### src/rtl/mini_prog_loader_if.sv
// Byte-stream and memory-write bundle for the program loader.
// master = loader side (accepts bytes, drives the memory port); slave = source/memory side.
interface mini_prog_loader_if #(
  parameter int ADDR_W = 4
);
  logic              in_valid;
  logic [7:0]        in_data;
  logic              in_ready;
  logic              mem_we;
  logic [ADDR_W-1:0] mem_addr;
  logic [7:0]        mem_wdata;

  modport master (
    input  in_valid, in_data,
    output in_ready, mem_we, mem_addr, mem_wdata
  );

  modport slave (
    output in_valid, in_data,
    input  in_ready, mem_we, mem_addr, mem_wdata
  );
endinterface

### src/rtl/mini_prog_loader.sv
// Framed program loader for the mini CPU memory: header, data, 8-bit additive checksum.
// Optional macro LOADER_ZERO_FILL_EN pads addresses len..15 with 8'h00 before the checksum byte.
module mini_prog_loader #(
  parameter int         MEM_DEPTH = 16,
  parameter logic [3:0] MAGIC     = 4'hA,
  parameter int         TIMEOUT   = 255
) (
  input  logic                   i_step,
  input  logic                   i_reset,
  input  logic                   i_start,
  mini_prog_loader_if.master     bus,
  output logic                   o_cpu_hold,
  output logic                   o_done,
  output logic                   o_error
);
  localparam int ADDR_W = $clog2(MEM_DEPTH);
  localparam int CNT_W  = ADDR_W + 1;
  localparam int TMR_W  = (TIMEOUT < 2) ? 1 : $clog2(TIMEOUT + 1);
  localparam logic [TMR_W-1:0] TMO       = TMR_W'(TIMEOUT);
  localparam logic [CNT_W-1:0] LAST_ADDR = CNT_W'(MEM_DEPTH - 1);
  localparam logic [CNT_W-1:0] FULL_LEN  = CNT_W'(MEM_DEPTH);

  typedef enum logic [2:0] {
    S_IDLE,
    S_HDR,
    S_DATA,
`ifdef LOADER_ZERO_FILL_EN
    S_FILL,
`endif
    S_CSUM,
    S_DONE,
    S_ERR
  } state_t;

  state_t           r_state, w_next;
  logic [CNT_W-1:0] r_addr, r_len;
  logic [7:0]       r_csum;
  logic [TMR_W-1:0] r_timer;
  logic             r_mem_we;
  logic [ADDR_W-1:0] r_mem_addr;
  logic [7:0]       r_mem_wdata;

  logic             w_xfer, w_active, w_start_ok, w_tmo, w_last;
  logic [TMR_W-1:0] w_tmr_inc;

  assign w_xfer     = bus.in_valid & bus.in_ready;
  assign w_active   = (r_state == S_HDR) || (r_state == S_DATA) || (r_state == S_CSUM);
  assign w_start_ok = i_start && ((r_state == S_IDLE) || (r_state == S_DONE) || (r_state == S_ERR));
  assign w_tmr_inc  = r_timer + 1'b1;
  // Timeout fires on the edge closing the TIMEOUT-th consecutive idle cycle.
  assign w_tmo      = (TIMEOUT != 0) && w_active && !w_xfer && (w_tmr_inc == TMO);
  assign w_last     = ((r_addr + 1'b1) == r_len);

  always_ff @(posedge i_step or posedge i_reset) begin
    if (i_reset) r_state <= S_IDLE;
    else         r_state <= w_next;
  end

  always_comb begin
    w_next = r_state;
    case (r_state)
      S_IDLE, S_DONE, S_ERR: if (i_start) w_next = S_HDR;
      S_HDR: begin
        if (w_xfer)     w_next = (bus.in_data[7:4] != MAGIC) ? S_ERR : S_DATA;
        else if (w_tmo) w_next = S_ERR;
      end
      S_DATA: begin
        if (w_xfer && w_last) begin
`ifdef LOADER_ZERO_FILL_EN
          w_next = (r_len != FULL_LEN) ? S_FILL : S_CSUM;
`else
          w_next = S_CSUM;
`endif
        end else if (w_tmo) begin
          w_next = S_ERR;
        end
      end
`ifdef LOADER_ZERO_FILL_EN
      S_FILL: if (r_addr == LAST_ADDR) w_next = S_CSUM;
`endif
      S_CSUM: begin
        if (w_xfer)     w_next = (bus.in_data == r_csum) ? S_DONE : S_ERR;
        else if (w_tmo) w_next = S_ERR;
      end
      default: w_next = S_IDLE;
    endcase
  end

  always_comb begin
    bus.in_ready = 1'b0;
    o_cpu_hold   = 1'b0;
    o_done       = 1'b0;
    o_error      = 1'b0;
    case (r_state)
      S_HDR, S_DATA, S_CSUM: begin
        bus.in_ready = 1'b1;
        o_cpu_hold   = 1'b1;
      end
`ifdef LOADER_ZERO_FILL_EN
      S_FILL: o_cpu_hold = 1'b1;
`endif
      S_DONE: o_done = 1'b1;
      S_ERR: begin
        o_error    = 1'b1;
        o_cpu_hold = 1'b1;
      end
      default: ;
    endcase
  end

  always_ff @(posedge i_step or posedge i_reset) begin
    if (i_reset) begin
      r_addr      <= '0;
      r_len       <= '0;
      r_csum      <= '0;
      r_timer     <= '0;
      r_mem_we    <= 1'b0;
      r_mem_addr  <= '0;
      r_mem_wdata <= '0;
    end else begin
      r_mem_we <= 1'b0;
      if (w_start_ok) begin
        r_addr  <= '0;
        r_csum  <= '0;
        r_timer <= '0;
      end
      if (w_active) r_timer <= w_xfer ? '0 : w_tmr_inc;
      if (w_xfer && (r_state == S_HDR)) r_len <= CNT_W'(bus.in_data[3:0]) + 1'b1;
      if (w_xfer && (r_state == S_DATA)) begin
        r_mem_we    <= 1'b1;
        r_mem_addr  <= r_addr[ADDR_W-1:0];
        r_mem_wdata <= bus.in_data;
        r_csum      <= r_csum + bus.in_data;
        r_addr      <= r_addr + 1'b1;
      end
`ifdef LOADER_ZERO_FILL_EN
      if (r_state == S_FILL) begin
        r_mem_we    <= 1'b1;
        r_mem_addr  <= r_addr[ADDR_W-1:0];
        r_mem_wdata <= 8'h00;
        r_addr      <= r_addr + 1'b1;
      end
`endif
    end
  end

  assign bus.mem_we    = r_mem_we;
  assign bus.mem_addr  = r_mem_addr;
  assign bus.mem_wdata = r_mem_wdata;
endmodule

### src/flat_wrapper.sv
// flat-port wrapper written by rule: the top's interface ports become plain ports
module mini_prog_loader_flat 
#(
  parameter int         MEM_DEPTH = 16,
  parameter logic [3:0] MAGIC     = 4'hA,
  parameter int         TIMEOUT   = 255
)
  (i_step, i_reset, i_start, o_cpu_hold, o_done, o_error, bus_in_valid, bus_in_data, bus_in_ready, bus_mem_we, bus_mem_addr, bus_mem_wdata);
  mini_prog_loader_if bus_i ();
  input  logic i_step;
  input  logic i_reset;
  input  logic i_start;
  output logic o_cpu_hold;
  output logic o_done;
  output logic o_error;
  input wire logic [$bits(bus_i.in_valid)-1:0] bus_in_valid;
  input wire logic [$bits(bus_i.in_data)-1:0] bus_in_data;
  output wire logic [$bits(bus_i.in_ready)-1:0] bus_in_ready;
  output wire logic [$bits(bus_i.mem_we)-1:0] bus_mem_we;
  output wire logic [$bits(bus_i.mem_addr)-1:0] bus_mem_addr;
  output wire logic [$bits(bus_i.mem_wdata)-1:0] bus_mem_wdata;
  assign bus_i.in_valid = bus_in_valid;
  assign bus_i.in_data = bus_in_data;
  assign bus_in_ready = bus_i.in_ready;
  assign bus_mem_we = bus_i.mem_we;
  assign bus_mem_addr = bus_i.mem_addr;
  assign bus_mem_wdata = bus_i.mem_wdata;
  mini_prog_loader #(.MEM_DEPTH(MEM_DEPTH), .MAGIC(MAGIC), .TIMEOUT(TIMEOUT)) u_core (.i_step(i_step), .i_reset(i_reset), .i_start(i_start), .bus(bus_i), .o_cpu_hold(o_cpu_hold), .o_done(o_done), .o_error(o_error));
endmodule
### config.mk
export PLATFORM = sky130hd
export DESIGN_NAME = mini_prog_loader_flat
export DESIGN_NICKNAME = d
export VERILOG_FILES = /design/src/rtl/mini_prog_loader_if.sv /design/src/rtl/mini_prog_loader.sv /design/src/flat_wrapper.sv
export SDC_FILE = /design/constraint.sdc
export NUM_CORES = 1
export LEC_CHECK = 0
export BUFFER_PORTS_ARGS = -buffer_cell sky130_fd_sc_hd__buf_2
export CAP_MARGIN = 20
export CELL_PAD_IN_SITES_DETAIL_PLACEMENT = 0
export CELL_PAD_IN_SITES_GLOBAL_PLACEMENT = 1
export CORE_UTILIZATION = 30
export CTS_CLUSTER_SIZE = 16
export DETAILED_ROUTE_END_ITERATION = 8
export GPL_TIMING_DRIVEN = 0
export HOLD_SLACK_MARGIN = 0.02
export PLACE_DENSITY = 0.66
export SKIP_LAST_GASP = 1
export SLEW_MARGIN = 5
export SYNTH_ARGS = -nofsm -noshare
export SYNTH_HDL_FRONTEND = slang
export SYNTH_SLANG_ARGS = --single-unit
### constraint.sdc
create_clock -name i_step -period 1.8 [get_ports i_step]
set_input_delay 0.09 -clock i_step [delete_from_list [all_inputs] [get_ports i_step]]
set_output_delay 0.09 -clock i_step [all_outputs]
set_load 0.01 [all_outputs]
## Yosys cells after proc, flatten, opt, wreduce, memory -nomap -nowiden

Index checks and enable logic that the tools add are counted.

| storage, ports and cells | value |
|---|---|
| logic and storage cells | 59 |
| register bits | 42 |
| output and inout port bits | 17 |
| input port bits | 12 |

| operators by class | value |
|---|---|
| bitwise logic cells | 1 |
| muxes and demuxes | 19 |
| eq/ne operators | 10 |
| $add $sub $neg | 4 |
| reductions and logical operators | 17 |

Operators with widths:

| operator | number |
|---|---|
| two-way mux 8 bit | 4 |
| two-way mux 3 bit | 6 |
| one-hot mux 3 bit (4 select lines) | 1 |
| two-way mux 5 bit | 2 |
| adder 8 x 1 -> 8 bit (second input constant) | 1 |
| adder 8 bit | 1 |
| equality test 8 bit | 1 |
| equality test 8 bit (second input constant) | 1 |
| equality test 3 x 2 -> 1 bit (second input constant) | 2 |
| equality test 3 bit (second input constant) | 2 |
| logical AND 1 bit | 6 |
| two-way mux 1 bit | 6 |
| OR reduction 3 bit | 2 |
| adder 4 x 1 -> 5 bit (second input constant) | 1 |
| adder 5 x 1 -> 5 bit (second input constant) | 1 |
| equality test 5 bit | 1 |
| logical OR 1 bit | 4 |
| != test 4 bit (second input constant) | 1 |
| nonzero test 2 bit | 2 |
| OR reduction 4 bit | 1 |
| equality test 3 x 1 -> 1 bit (second input constant) | 1 |
| zero test 3 bit | 1 |
| != test 2 bit (second input constant) | 1 |
| AND 1 bit | 1 |
| zero test 1 bit | 1 |

## Logic depth before layout (Yosys ltp)

Gate-level depths: netlist of the first run.

| logic depth | value |
|---|---|
| depth after elaboration | 10 |
| mapped depth | 7 |
| gate-level depth less buffers | 7 |

## Worst setup path before layout of the first run

Ideal clock, no wire load.

| timing | value |
|---|---|
| kind | reg2reg |
| start point | register u_core.r_csum[0] |
| end point | register u_core.r_csum[6] |
| library setup time | 124 ps |
| buffers on the path | 0 |
| stages on the path, launching flop included | 8 |
| setup slack | -100 ps |
| data arrival time | 1776 ps |
| required time | 1676 ps |
| period minus slack after synthesis | 1900 ps |
| cell sequence | dfrtp_1 > ha_1 > fa_1 > a21o_1 > a21oi_1 > o21bai_1 > mux2i_1 > a211o_1 |

| between the ends | value |
|---|---|
| word-level cells in the longest chain between the ends | 2 |

RTL lines:

| what | line | RTL |
|---|---|---|
| start, declared | mini_prog_loader.sv:37 | `logic [7:0] r_csum;` |
| start signal, assigned | mini_prog_loader.sv:133 | `r_csum <= r_csum + bus.in_data;` |
| adder 8 bit | mini_prog_loader.sv:133 |  |
| two-way mux 8 bit | mini_prog_loader.sv:129 | `if (w_xfer && (r_state == S_DATA)) begin` |

No other way between the ends.
A chain may end at the register's enable or synchronous reset.

## Worst setup path after layout of the first run

Ends and elaborated chain as after synthesis.

==> impl_metrics.json, run 1 <==
{
  "status": "complete, but fails checks",
  "violations": "setup timing",
  "slew_violations": 0,
  "synthCells": 276,
  "antenna_found_initial": 0,
  "hpwlAfterDp_mm": 4.34,
  "gr-total-overflow": 0,
  "avgSynthCellArea_sq_um": 8.92,
  "relSlewSlack_pct": 69.1,
  "cts_buffers": 5,
  "grt_start_max_net_pins": 27,
  "vias_per_cell": 5.09,
  "grt_pass1_wl_mm": 10.1,
  "dr.max_layer_used": "met4",
  "leakage_nw": 1.40,
  "clockRootBuffer": "clkbuf_8",
  "grt_pass1_vias": 2000,
  "wire_per_inst_um": 14.4,
  "fin_ws_ps": -95.0,
  "antenna_cells": 0,
  "synthTopCellsByCount": "54 x nand2_1, 42 x dfrtp_1, 21 x o21ai_0, 16 x nor2_1, 13 x nand3_1",
  "finalHoldViolCount": 0,
  "seqCellArea_sq_mm": 0.00105,
  "clockBufferDepth": 2,
  "start_kind": "register",
  "clock_latency_ps": 310,
  "nets": 342,
  "fillCellCount": 842,
  "layout_min_cycle_time_ps": 1890,
  "wl_met1_mm": 3.05,
  "initial_core_util_pct": 31.4,
  "vias": 2141,
  "port_buffers": 28,
  "final_area_sq_mm": 0.00297,
  "post_dp_cell_area_sq_mm": 0.00276,
  "peakVddDrop_uv": 366,
  "core_area_sq_mm": 0.00785,
  "finalWirelength_mm": 6.07,
  "arrival_ps": 2080,
  "synth_most_common_cell": "nand2_1",
  "die_w_um": 92.6,
  "wl_met2_mm": 2.82,
  "area_delta_synth_final_pct": 20.8,
  "ant_nets": 0,
  "clkTransAtPathRegs_ps": 80,
  "async_reset_ff_share_pct": 100,
  "worstSetupPathType": "reg2reg",
  "synth_top_cell_area_share_pct": 42.7,
  "cts.sinks": 42,
  "worstMarginPinSlew_ps": 464,
  "holdCritPathClass": "in2reg",
  "synth_cell_types": 51,
  "p_total_mw": 2.65,
  "synth_edf_count": 0,
  "ys.flop_type": "dfrtp_1",
  "row_count": 32,
  "timing.final.crit_share_pct": 105,
  "cpPeakStageDelay_ps": 420,
  "syn_area_sq_mm": 0.00246,
  "crit_family": "compound AO/OA/AOI/OAI gates",
  "ys_seq_area_share_pct": 42.7,
  "synth_seq_cells": 42,
  "wl_met3_um": 123,
  "setup_viol": 2,
  "synth-warning-count": 0,
  "drive_gt1_share_pct": 22.6,
  "cts_tree": "built",
  "drtIter0Drc": 103,
  "htreeDepth": 2,
  "dieArea_sq_mm": 0.00857,
  "gp_congestion": 0.789,
  "crit_path_end_kind": "register",
  "synth_nets": 300,
  "critPathMaxFanout": 2,
  "firstDrtPassIters": 4,
  "maxCapViolCount": 0,
  "grtUsageTotal_pct": 14.9,
  "max_freq_ghz": 0.528,
  "power_density_mw_per_mm2": 891,
  "rsz0062_at_grt": "yes",
  "cp.required_ps": 1980,
  "multiInputGateArea_sq_mm": 0.00140,
  "slowest_stage": "dfrtp_1",
  "crit_chain": "ha_4 -> fa_2 -> a21o_1 -> a21oi_2 -> o21bai_1 -> mux2i_1 -> a211o_1",
  "skew_ps": 17.0,
  "path_buf_inv": 0,
  "route.detailed.drc": 0,
  "die_h_um": 92.6,
  "io_pins": 29,
  "synth_area_leader_cell": "dfrtp_1",
  "synth_area_leaders": "dfrtp_1 43%, nand2_1 8.2%, ha_1 5.6%, o21ai_0 4.3%, xnor2_1 3.2%"
}
## registers in the layout, summed over array words and instances (netlist names)
signal,cells
u_core.bus.mem_wdata,8
u_core.bus.mem_addr,4
u_core.bus.mem_we,1
u_core.r_state,3
u_core.r_timer,8
u_core.r_addr,5
u_core.r_csum,8
u_core.r_len,5
## area by class of cell
class	instances	area share, %
multi-input combinational	216	47.2
inverter	7	0.884
buffer	11	1.98
timing repair buffer	35	6.99
tap	102	4.29
clock buffer	7	2.90
sequential	42	35.4
clock inverter	1	0.295
## worst paths after layout
check / start / endpoint / slack, ps / cells after the start
worst max-delay path: u_core.r_csum[0] / u_core.r_csum[6] / -90 / 7
worst min-delay path: bus_in_data[4] / u_core.bus.mem_wdata[4] / 40 / 3
worst max register to register: u_core.r_csum[0] / u_core.r_csum[6] / -90 / 7
worst min register to register: u_core.bus.mem_addr[2] / u_core.bus.mem_addr[2] / 470 / 2
max in group asynchronous: i_reset / u_core.r_csum[6] / 1010 / 4
min in group asynchronous: i_reset / u_core.r_timer[7] / 300 / 3
## cell families after synthesis
family	Yosys count	share of synthesized area, %
adders and majority gates	12	6.41
DFF	42	42.7
muxes	4	1.68
xor gates and xnor gates	16	5.69
and+or+nand+nor	114	22.3
buffers and inverters	18	3.05
AOI/OAI and AO/OA	70	18.1
## stage by stage
step	instances	utilization, %	setup slack, ps	hold slack, ps	setup TNS (ps)
floorplan	276	-	17.3	175	0
global placement	406	34.9	-143	343	-343
detailed placement	407	35.1	-149	94.1	-350
CTS	418	37.0	-105	26.9	-203
global route	421	37.9	-190	44.8	-429
finish	421	37.9	-95.0	43.8	-124
## cells in the final DEF, fill, tap and decap left out, types with 3 or more instances in the layout
cell type  netlist  final
nor2_1          16     15
buf_4            0      5
xor2_1           7      7
o21ai_0         21     21
nand3_1         13     13
a22o_1           3      3
clkbuf_2         0      4
inv_1            6      5
buf_2            6     32
xnor2_1          9      9
nor2b_1          5      5
nand3b_1         3      3
ha_1            11      7
clkbuf_8         0      6
o211ai_1         3      3
nand2b_1         5      5
dfrtp_1         42     40
a21oi_1         12     10
a21o_1           3      3
nand2_1         54     54
mux2i_1          3      3
o31ai_1          5      5
## worst reg2reg max path, cell delays in order, from the launching register on
cell	delay [ps]
dfrtp_1	420
ha_4	180
fa_2	340
a21o_1	180
a21oi_2	150
o21bai_1	110
mux2i_1	140
a211o_1	270
## power by group
group          switching, mW  internal, mW
clock network          0.352         0.318
registers              0.112          1.05
logic                  0.487         0.327
## what timing repair did
| action | in CTS | in global routing |
|---|---|---|
| buffers inserted | 2 | 3 |
| endpoints found under the hold margin | 16 | 0 |
| endpoints found under the setup margin | 4 | 27 |
| resized for setup | 5 | 19 |
| pin swaps | 2 | 3 |
| hold buffers | 1 | 0 |
## per-layer routing
metal / vias to the layer above / track usage, %
li1: 1054 / -
met3: 7 / 2.05
met4: 0 / 4.69
met2: 23 / 22.7
met5: - / 0
met1: 1057 / 21.7
No activity file was read; power rests on OpenSTA's default activity.
==> run 2: changes to the inputs <==
--- a/config.mk
+++ b/config.mk
@@ -14,7 +14,7 @@
 export DETAILED_ROUTE_END_ITERATION = 8
 export GPL_TIMING_DRIVEN = 0
 export HOLD_SLACK_MARGIN = 0.02
-export PLACE_DENSITY = 0.66
+export PLACE_DENSITY_LB_ADDON = 0.25
 export SKIP_LAST_GASP = 1
 export SLEW_MARGIN = 5
 export SYNTH_ARGS = -nofsm -noshare
==> run 2 against run 1 <==
  * The flow still finishes with violations (setup timing)
  * Worst setup slack gained 61 ps
  * Critical path type unchanged
  * Largest power group unchanged
  * Clock skew shrank 4.9 ps
  * Clock power shrank 4.9%
==> impl_metrics.json, run 2 (synthesis gave the netlist of run 1 again) <==
{
  "status": "complete, but fails checks",
  "violations": "setup timing",
  "htreeDepth": 2,
  "rsz0062_at_grt": "yes",
  "crit_family": "compound AO/OA/AOI/OAI gates",
  "worstSetupPathType": "reg2reg",
  "setup_viol": 2,
  "mostFrequentLayoutCells": "54 x nand2_1, 41 x dfrtp_1, 32 x buf_2",
  "grt_pass1_wl_mm": 10.1,
  "critPathMaxFanout": 2,
  "vias_per_cell": 5.00,
  "path_buf_inv": 0,
  "row_count": 32,
  "holdCritPathClass": "in2reg",
  "clock_latency_ps": 310,
  "maxCapViolCount": 0,
  "cp.required_ps": 1990,
  "gp_congestion": 0.840,
  "arrival_ps": 2020,
  "final_area_sq_mm": 0.00300,
  "fin_ws_ps": -33.6,
  "initial_core_util_pct": 31.4,
  "die_w_um": 92.6,
  "antenna_cells": 0,
  "vias": 2096,
  "clkTransAtPathRegs_ps": 90,
  "crit_chain": "ha_4 -> fa_2 -> a21o_1 -> a21oi_2 -> o21bai_2 -> mux2i_1 -> a211o_1",
  "area_delta_synth_final_pct": 22.0,
  "grt_start_max_net_pins": 28,
  "slowest_stage": "dfrtp_1",
  "core_area_sq_mm": 0.00785,
  "hpwlAfterDp_mm": 4.33,
  "cpPeakStageDelay_ps": 420,
  "max_freq_ghz": 0.545,
  "firstDrtPassIters": 4,
  "instances_no_fill": 419,
  "peakVddDrop_uv": 384,
  "drive_gt1_share_pct": 23.3,
  "post_dp_cell_area_sq_mm": 0.00276,
  "worstMarginPinSlew_ps": 545,
  "cts_buffers": 5,
  "grtUsageTotal_pct": 15.2,
  "gr-total-overflow": 0,
  "ant_nets": 0,
  "timing.final.crit_share_pct": 102,
  "layout_min_cycle_time_ps": 1830,
  "leakage_nw": 1.40,
  "clockBufferDepth": 2,
  "die_h_um": 92.6,
  "finalWirelength_mm": 6.13,
  "start_kind": "register",
  "port_buffers": 28,
  "cts_tree": "built",
  "antenna_found_initial": 0,
  "final_util_pct": 38.2,
  "fillCellCount": 827,
  "cts.sinks": 42,
  "clockRootBuffer": "clkbuf_8",
  "crit_path_end_kind": "register",
  "skew_ps": 12.1,
  "wire_per_inst_um": 14.6,
  "io_pins": 29,
  "placedCellCount": 407,
  "slew_violations": 0,
  "multiInputGateArea_sq_mm": 0.00146,
  "grt_pass1_vias": 2013,
  "fin_tns_setup_ps": -65.7,
  "seqCellArea_sq_mm": 0.00105,
  "dieArea_sq_mm": 0.00857,
  "finalHoldViolCount": 0,
  "relSlewSlack_pct": 63.6,
  "power_density_mw_per_mm2": 870,
  "drtIter0Drc": 59,
  "r2r_slack_ps": -30,
  "nets": 340,
  "dp_slack_ps": -156,
  "final_common_cell": "nand2_1",
  "route.detailed.drc": 0
}
[run 2: metal layers]
layer / global-route usage (%) / vias up / wire length [um]
li1: - / 1056 / -
met1: 20.8 / 999 / 3030
met2: 24.1 / 31 / 2820
met3: 2.55 / 10 / 187
met4: 5.60 / 0 / 97
met5: 0 / - / 0
[run 2: final timing paths]
kind                       depth (start not counted)               startpoint                 endpoint
max                                                7         u_core.r_csum[0]         u_core.r_csum[6]
min                                                3           bus_in_data[4]  u_core.bus.mem_wdata[4]
max reg2reg                                        7         u_core.r_csum[0]         u_core.r_csum[6]
min reg2reg                                        2  u_core.bus.mem_wdata[4]  u_core.bus.mem_wdata[4]
max in group asynchronous                          4                  i_reset         u_core.r_csum[7]
min in group asynchronous                          3                  i_reset   u_core.bus.mem_addr[2]
[run 2: final cells by class]
| class | count | share of cell area, % |
|---|---|---|
| plain buffers | 11 | 1.88 |
| clock buffers | 5 | 2.29 |
| clock inverters | 3 | 0.625 |
| inverters | 7 | 0.875 |
| multi-input cells | 216 | 48.6 |
| flip-flops and latches | 42 | 35.1 |
| well taps | 102 | 4.25 |
| repair buffers | 33 | 6.42 |
[run 2: per-stage QoR]
stage	hold WS [ps]	power, mW
after global placement	350	1.94
after CTS	27.7	2.62
after floorplan	175	1.69
after global routing	50.3	2.78
after detailed placement	99.0	1.95
final	36.7	2.61
[run 2: timing repair]
action,4_1_cts,5_1_grt
resized for setup,9,19
hold buffers,1,0
pin swaps,6,9
cloned,0,0
endpoints found under the hold margin,15,0
buffers inserted,4,0
setup endpoints to repair,4,25
[run 2: worst reg2reg max path, delay by kind of cell, from the launching register on]
kind	cells	cell delay, ps
AOI/OAI and AO/OA	4	670
adders and majority gates	2	510
DFF	1	420
muxes	1	130
[run 2: where the power goes]
group | internal, mW | total, mW | leakage (nW) | switching [mW]
Combinational | 0.326 | 0.822 | 0.784 | 0.495
Clock | 0.274 | 0.637 | 0.0483 | 0.364
Sequential | 1.05 | 1.15 | 0.565 | 0.101
Total | 1.65 | 2.61 | 1.40 | 0.960
